### src/rtl/alu_pkg.sv
// Shared definitions for the ALU execution stage: Funct codes, FSM state
// encoding, the ALU_op values used by the upstream control decoder, and
// small decode helpers.
// Build option: ALU_BARREL_SHIFT_EN selects a single-cycle barrel shifter
// in place of the serial one.
package alu_pkg;

    // Funct codes produced by the ALU control decoder
    localparam logic [5:0] FUNCT_ADDU = 6'b001001;
    localparam logic [5:0] FUNCT_SUBU = 6'b001010;
    localparam logic [5:0] FUNCT_SLL  = 6'b100001;
    localparam logic [5:0] FUNCT_SLLV = 6'b110101;
    localparam logic [5:0] FUNCT_AND  = 6'b000000;

    // ALU_op values the decoder uses to pick its Funct output
    localparam logic [1:0] ALUOP_ADD   = 2'b00;  // loads/stores
    localparam logic [1:0] ALUOP_SUB   = 2'b01;  // branch compare
    localparam logic [1:0] ALUOP_RTYPE = 2'b10;  // decode from instruction funct
    localparam logic [1:0] ALUOP_AND   = 2'b11;  // fallback

    // Handshake / sequencing states
    typedef enum logic [1:0] {
        IDLE  = 2'b00,
        SHIFT = 2'b01,
        DONE  = 2'b10
    } state_t;

    // True for the two shift Funct codes
    function automatic logic is_shift(input logic [5:0] funct);
        return (funct == FUNCT_SLL) || (funct == FUNCT_SLLV);
    endfunction

    // True for SLLV, whose amount comes from rs instead of shamt
    function automatic logic is_variable_shift(input logic [5:0] funct);
        return (funct == FUNCT_SLLV);
    endfunction

endpackage

### src/rtl/alu_shift_unit.sv
// Left-shift engine for SLL/SLLV.
// Default build: a shift register and down-counter that shift one bit per
// cycle after start; 'last' flags the cycle whose edge completes the shift,
// and 'shift_out' is the value that edge produces.
// With ALU_BARREL_SHIFT_EN: purely combinational din << amount, no state.
module alu_shift_unit
    import alu_pkg::*;
#(
    parameter int WIDTH   = 32,
    parameter int SHAMT_W = 5
) (
    input  logic               clk,
    input  logic               rst,
    input  logic               start,
    input  logic [WIDTH-1:0]   din,
    input  logic [SHAMT_W-1:0] amount,
    output logic [WIDTH-1:0]   shift_out,
    output logic               last
);

`ifdef ALU_BARREL_SHIFT_EN

    // Sequencing inputs are not needed when the shift is combinational
    logic unused_inputs;
    assign unused_inputs = ^{clk, rst, start};

    // Whole shift in one cycle
    assign shift_out = din << amount;
    assign last      = 1'b0;

`else

    logic [WIDTH-1:0]   sreg_reg;
    logic [SHAMT_W-1:0] cnt_reg;

    // Load on start, then shift one place per cycle until the counter drains
    always_ff @(posedge clk or posedge rst) begin
        if (rst) begin
            sreg_reg <= '0;
            cnt_reg  <= '0;
        end else if (start) begin
            sreg_reg <= din;
            cnt_reg  <= amount;
        end else if (cnt_reg != '0) begin
            sreg_reg <= sreg_reg << 1;
            cnt_reg  <= cnt_reg - 1'b1;
        end
    end

    // The edge seen while cnt == 1 performs the final shift
    assign shift_out = sreg_reg << 1;
    assign last      = (cnt_reg == SHAMT_W'(1));

`endif

endmodule

### src/rtl/alu_exec_seq.sv
// ALU execution stage: takes one ALU Funct operation per valid/ready
// handshake, computes ADDU/SUBU/AND in one cycle and SLL/SLLV through
// alu_shift_unit, and holds the result under a valid/ready output handshake.
// Only one operation is in flight; a new one is accepted only in IDLE.
// Build option: ALU_BARREL_SHIFT_EN makes shifts single-cycle.
module alu_exec_seq
    import alu_pkg::*;
#(
    parameter int WIDTH   = 32,
    parameter int SHAMT_W = 5
) (
    input  logic               clk,
    input  logic               rst,
    input  logic               in_valid,
    output logic               in_ready,
    input  logic [5:0]         funct,
    input  logic [WIDTH-1:0]   src_a,
    input  logic [WIDTH-1:0]   src_b,
    input  logic [SHAMT_W-1:0] shamt,
    output logic               out_valid,
    input  logic               out_ready,
    output logic [WIDTH-1:0]   result,
    output logic               zero
);

    state_t             state_reg, state_next;
    logic [WIDTH-1:0]   result_reg, result_next;
    logic               out_valid_reg;
    logic               zero_reg;

    logic               accept;
    logic [SHAMT_W-1:0] shift_amount;
    logic               shift_start;
    logic [WIDTH-1:0]   shift_out;
    logic               shift_last;

    // in_ready must fall immediately with reset, not one edge later
    assign in_ready = (state_reg == IDLE) && !rst;
    assign accept   = in_valid && in_ready;

    // SLLV takes its amount from the low bits of rs
    assign shift_amount = is_variable_shift(funct) ? src_a[SHAMT_W-1:0] : shamt;

    // Only non-zero shifts need the serial engine; zero shifts finish at accept
    assign shift_start  = accept && is_shift(funct) && (shift_amount != '0);

    alu_shift_unit #(
        .WIDTH   (WIDTH),
        .SHAMT_W (SHAMT_W)
    ) u_shift (
        .clk       (clk),
        .rst       (rst),
        .start     (shift_start),
        .din       (src_b),
        .amount    (shift_amount),
        .shift_out (shift_out),
        .last      (shift_last)
    );

    // Next-state and next-result selection for the handshake FSM
    always_comb begin
        state_next  = state_reg;
        result_next = result_reg;
        case (state_reg)
            IDLE: begin
                if (in_valid) begin
                    case (funct)
                        FUNCT_ADDU: begin
                            result_next = src_a + src_b;
                            state_next  = DONE;
                        end
                        FUNCT_SUBU: begin
                            result_next = src_a - src_b;
                            state_next  = DONE;
                        end
                        FUNCT_SLL, FUNCT_SLLV: begin
`ifdef ALU_BARREL_SHIFT_EN
                            result_next = shift_out;
                            state_next  = DONE;
`else
                            result_next = src_b;
                            if (shift_amount == '0) begin
                                state_next = DONE;
                            end else begin
                                state_next = SHIFT;
                            end
`endif
                        end
                        // AND, and every unlisted code, matching the decoder default
                        default: begin
                            result_next = src_a & src_b;
                            state_next  = DONE;
                        end
                    endcase
                end
            end
            SHIFT: begin
`ifdef ALU_BARREL_SHIFT_EN
                state_next = IDLE;
`else
                if (shift_last) begin
                    result_next = shift_out;
                    state_next  = DONE;
                end
`endif
            end
            DONE: begin
                if (out_ready) begin
                    state_next = IDLE;
                end
            end
            default: begin
                state_next = IDLE;
            end
        endcase
    end

    // State and registered outputs; zero is only ever high alongside out_valid
    always_ff @(posedge clk or posedge rst) begin
        if (rst) begin
            state_reg     <= IDLE;
            result_reg    <= '0;
            out_valid_reg <= 1'b0;
            zero_reg      <= 1'b0;
        end else begin
            state_reg     <= state_next;
            result_reg    <= result_next;
            out_valid_reg <= (state_next == DONE);
            zero_reg      <= (state_next == DONE) && (result_next == '0);
        end
    end

    assign result    = result_reg;
    assign out_valid = out_valid_reg;
    assign zero      = zero_reg;

endmodule
### config.mk
export PLATFORM = sky130hd
export DESIGN_NAME = alu_exec_seq
export DESIGN_NICKNAME = d
export VERILOG_FILES = /design/src/rtl/alu_pkg.sv /design/src/rtl/alu_shift_unit.sv /design/src/rtl/alu_exec_seq.sv
export SDC_FILE = /design/constraint.sdc
export NUM_CORES = 1
export LEC_CHECK = 0
export CAP_MARGIN = 5
export CELL_PAD_IN_SITES_DETAIL_PLACEMENT = 1
export CELL_PAD_IN_SITES_GLOBAL_PLACEMENT = 2
export CORE_ASPECT_RATIO = 1.25
export CORE_UTILIZATION = 32
export CTS_CLUSTER_DIAMETER = 120
export DETAILED_ROUTE_END_ITERATION = 8
export PLACE_DENSITY_LB_ADDON = 0.1
export SLEW_MARGIN = 20
export SYNTH_ARGS = -nofsm -noshare
export SYNTH_HDL_FRONTEND = slang
export SYNTH_SLANG_ARGS = --single-unit
### constraint.sdc
create_clock -name clk -period 3.9 [get_ports clk]
set_input_delay 0.78 -clock clk [delete_from_list [all_inputs] [get_ports clk]]
set_output_delay 0.78 -clock clk [all_outputs]
set_load 0.02 [all_outputs]
==> out/results.tsv <==
stage	metric	value	unit
synthesis	syn_inst	826	
sta	slew_headroom	47.0	%
grt	grt_max_degree	73	
route	wire_per_inst	24.5	microns
sta	rsz0062_at_grt	yes	
worst_setup_path	reg2reg_from	u_shift.cnt_reg[0]$_DFFE_PP0P_	
worst_setup_path	critical_path_arrival	5360	ps
synthesis	synth_common_cells	100 x nand2_1, 72 x dfrtp_1, 66 x o21ai_0, 49 x a21oi_1, 47 x clkbuf_1	
min_path	worstHoldStart	u_shift.sreg_reg[0]$_DFFE_PP0P_	
synthesis	yosys_warnings	0	
grt	grt_first_pass_wirelength	53200	microns
sta	fin_crit_sh	131	%
min_path	hp-class	reg -> reg	
final_layout	fin_util	56.1	%
worst_setup_path	start_kind	primary input	
placement	pre_cts_slack	-1800	ps
clock_tree	cts_tree	yes	
final_layout	regArea	0.00180	sq mm
final_layout	antenna_cells	0	
worst_setup_path	cp_data_required_time	4140	ps
synthesis	synth_top_area_share	27.1	%
final_layout	n_fill_cell	2329	
clock_tree	clk_path_buf_depth	2	
clock_tree	clk_latency	350	ps
power_and_ir_drop	peakVddDrop	241	uV
clock_tree	clockRootBuffer	clkbuf_16	
power_and_ir_drop	leakage	5.03	nW
worst_setup_path	critPathKind	in -> reg	
synthesis	synthMuxAreaShare	5.95	%
clock_tree	cts_hold_buf	0	
final_layout	largest_register_ffs	32	
worst_setup_path	r2r_end	zero$_DFF_PP0_	
placement	placedCellCount	1415	
run_status	outcome	finished, violations left	
grt	antenna_found_initial	0	
route	wl	36000	microns
sta	finalWorstSetupSlack	-1220	ps
final_layout	fin_cells	1473	
min_path	hold_depth	2	
worst_setup_path	crit_path_end_kind	register	
route	drtAntennaViolNets	0	
sta	fin_worst_skew	9.49	ps
placement	dp_hpwl	27500	microns
worst_setup_path	path_max_fanout	5	
synthesis	synth_cell_types	69	
synthesis	postSynthAreaPerCell	8.04	sq um
sta	fmax	195	MHz
synthesis	synth-edff-count	0	
synthesis	async_flop_share	100	%
die	core-area	0.0202	sq mm
synthesis	syn-cell-area	0.00664	sq mm
synthesis	synth_top_family_by_area	compound AO/OA/AOI/OAI gates	
die	die_h	163	microns
grt	grt_overflow	0	
route	firstDrtPassIters	6	
synthesis	ys.flop_type	dfrtp_1	
synthesis	synth_fa_ha_area_share	6.90	%
sta	hold_viol_final	0	
final_layout	final_layout_size_suffix_gt1_share	38.2	%
placement	routabilityCongestion	0.953	
die	initial_core_util	32.8	%
synthesis	synthesis.nets	941	
clock_tree	h-tree-depth	3	
die	die_w	131	microns
sta	tightest_slew	793	ps
route	routed-via-count	8528	
placement	port_buffers	113	
sta	setup_viol	14	
clock_tree	cts_buffers	9	
worst_setup_path	rr_worst_depth	13	
synthesis	yosys-top-cells-area	dfrtp_1 27%, ha_1 6.6%, nand2_1 5.7%, mux2i_1 5.3%, o21ai_0 5.0%	
synthesis	yosysMostFrequentCell	nand2_1	
synthesis	synth_xor_area_share	7.65	%
grt	grt_use_total	33.8	%
synthesis	synth_compound_area_share	25.5	%
clock_tree	clk_pin_slew_worst_paths	60	ps
power_and_ir_drop	power.density	380	mW/mm^2
worst_setup_path	endpoint	zero$_DFF_PP0_	
synthesis	ys_seq_area_share	27.1	%
route	first_iter_violations	407	
clock_tree	clkSinkCount	72	
synthesis	synth_top_area_cell	dfrtp_1	
run_status	violations	negative setup slack	
synthesis	synth_seq_cells	72	
route	post-route-drc-count	0	
die	fp.dieArea	0.0213	sq mm
sta	fin_crit	5120	ps
sta	slew_viol_final	0	
final_layout	nets	1313	
die	row_count	58	
job	maxCapViolCount	0	
worst_setup_path	crit_start	src_b[14]	
synthesis	yosys.area_share.simple	23.1	%
final_layout	multi_input_area	0.00541	sq mm
final_layout	area_growth	71.1	%
die	io_pins	114	
grt	grt_pass1_vias	9434	
route	via_per_inst	5.79	
worst_setup_path	reg2reg_slack	380	ps
[worst max-delay path: stages]
cell       delay, ps
buf_8            100
or4_4            530
or3_4            350
or3_4            400
or3_4            450
o31ai_4          190
xor2_1           230
ha_1             320
buf_6            140
nand2_2           60
nor2_2            40
a211oi_2         160
buf_4            170
nor3b_4          190
a2111oi_2         70
o22ai_1          190
o22ai_2          130
nor4_1           400
nand4b_1         170
nor4_2           290
[logic make-up after synthesis]
kind of cell               count (synthesis)
AOI/OAI and AO/OA                        259
xor gates and xnor gates                  58
adders and majority gates                 36
buffers and inverters                     63
DFF                                       72
muxes                                     39
and+or+nand+nor                          299
[per-stage QoR]
stage / hold WS (ps) / instance area [sq um] / power, mW / setup TNS, ps
after floorplan: 508 / 6730 / 2.05 / -2570
after global placement: 557 / 9950 / 3.06 / -22260
after detailed placement: 577 / 9950 / 3.12 / -23790
after CTS: 602 / 11000 / 4.23 / -7690
after global routing: 635 / 11400 / 4.51 / -8420
final: 604 / 11400 / 4.32 / -6680
[cell type report]
type	count	share of cell area, %
clock buffer	10	2.01
clock inverter	6	0.804
inverter	12	0.396
multi-input combinational	691	47.6
sequential	72	15.9
tap	270	2.97
timing repair buffer	412	30.4
[routing by layer]
metal,vias up,wire length [microns],GRT usage [%]
met5,-,0,0
met4,0,2560,22.8
met3,129,1300,4.29
met2,273,18700,61.2
met1,4274,13500,35.9
li1,3852,-,-
[what timing repair did]
item | CTS | global route
gates cloned | 0 | 0
endpoints found under the hold margin | 0 | 0
resized for setup | 166 | 54
endpoints found under the setup margin | 22 | 17
pin swaps | 68 | 50
buffers inserted | 36 | 15
[power breakdown]
group / leakage [nW] / internal (mW) / switching, mW
registers: 0.956 / 0.942 / 0.187
logic: 3.93 / 1.10 / 1.16
clock network: 0.145 / 0.563 / 0.362
total: 5.03 / 2.61 / 1.71
[how the worst min path moves through the flow]
stage | to | slack, ps
2_1_floorplan | result[5]$_DFF_PP0_ | 510
3_3_place_gp | u_shift.sreg_reg[0]$_DFFE_PP0P_ | 560
3_5_place_dp | u_shift.sreg_reg[0]$_DFFE_PP0P_ | 580
4_1_cts | result[8]$_DFF_PP0_ | 600
5_1_grt | u_shift.sreg_reg[0]$_DFFE_PP0P_ | 640
6_report | u_shift.sreg_reg[0]$_DFFE_PP0P_ | 600
[cell usage in the layout, fill, tap and decap left out, types with 5 or more instances in the layout]
| master | synthesis | layout |
|---|---|---|
| nor2_2 | 0 | 5 |
| a21oi_2 | 1 | 13 |
| o21ai_0 | 66 | 49 |
| and3_1 | 22 | 17 |
| nor3_1 | 15 | 10 |
| nand4_1 | 12 | 12 |
| clkdlybuf4s50_1 | 0 | 94 |
| a21oi_1 | 49 | 33 |
| dfrtp_1 | 72 | 72 |
| o211ai_1 | 27 | 27 |
| xnor2_1 | 27 | 23 |
| nand3_1 | 45 | 40 |
| inv_1 | 12 | 9 |
| buf_6 | 0 | 19 |
| a21o_1 | 23 | 22 |
| ha_1 | 35 | 24 |
| o31ai_4 | 1 | 7 |
| o21ai_1 | 8 | 14 |
| and2_1 | 5 | 5 |
| dlygate4sd2_1 | 0 | 8 |
| nor3_2 | 0 | 5 |
| buf_2 | 1 | 6 |
| nor4_1 | 9 | 5 |
| mux2i_1 | 35 | 35 |
| a31oi_1 | 9 | 8 |
| nand2_1 | 100 | 92 |
| nand3_2 | 0 | 5 |
| ha_4 | 0 | 5 |
| xor2_1 | 31 | 27 |
| buf_4 | 0 | 278 |
| nor2_1 | 45 | 38 |
| and3_4 | 0 | 5 |
| o21ai_2 | 0 | 8 |
| clkbuf_16 | 0 | 9 |
| ha_2 | 0 | 6 |
No activity file was read; power rests on OpenSTA's default activity.
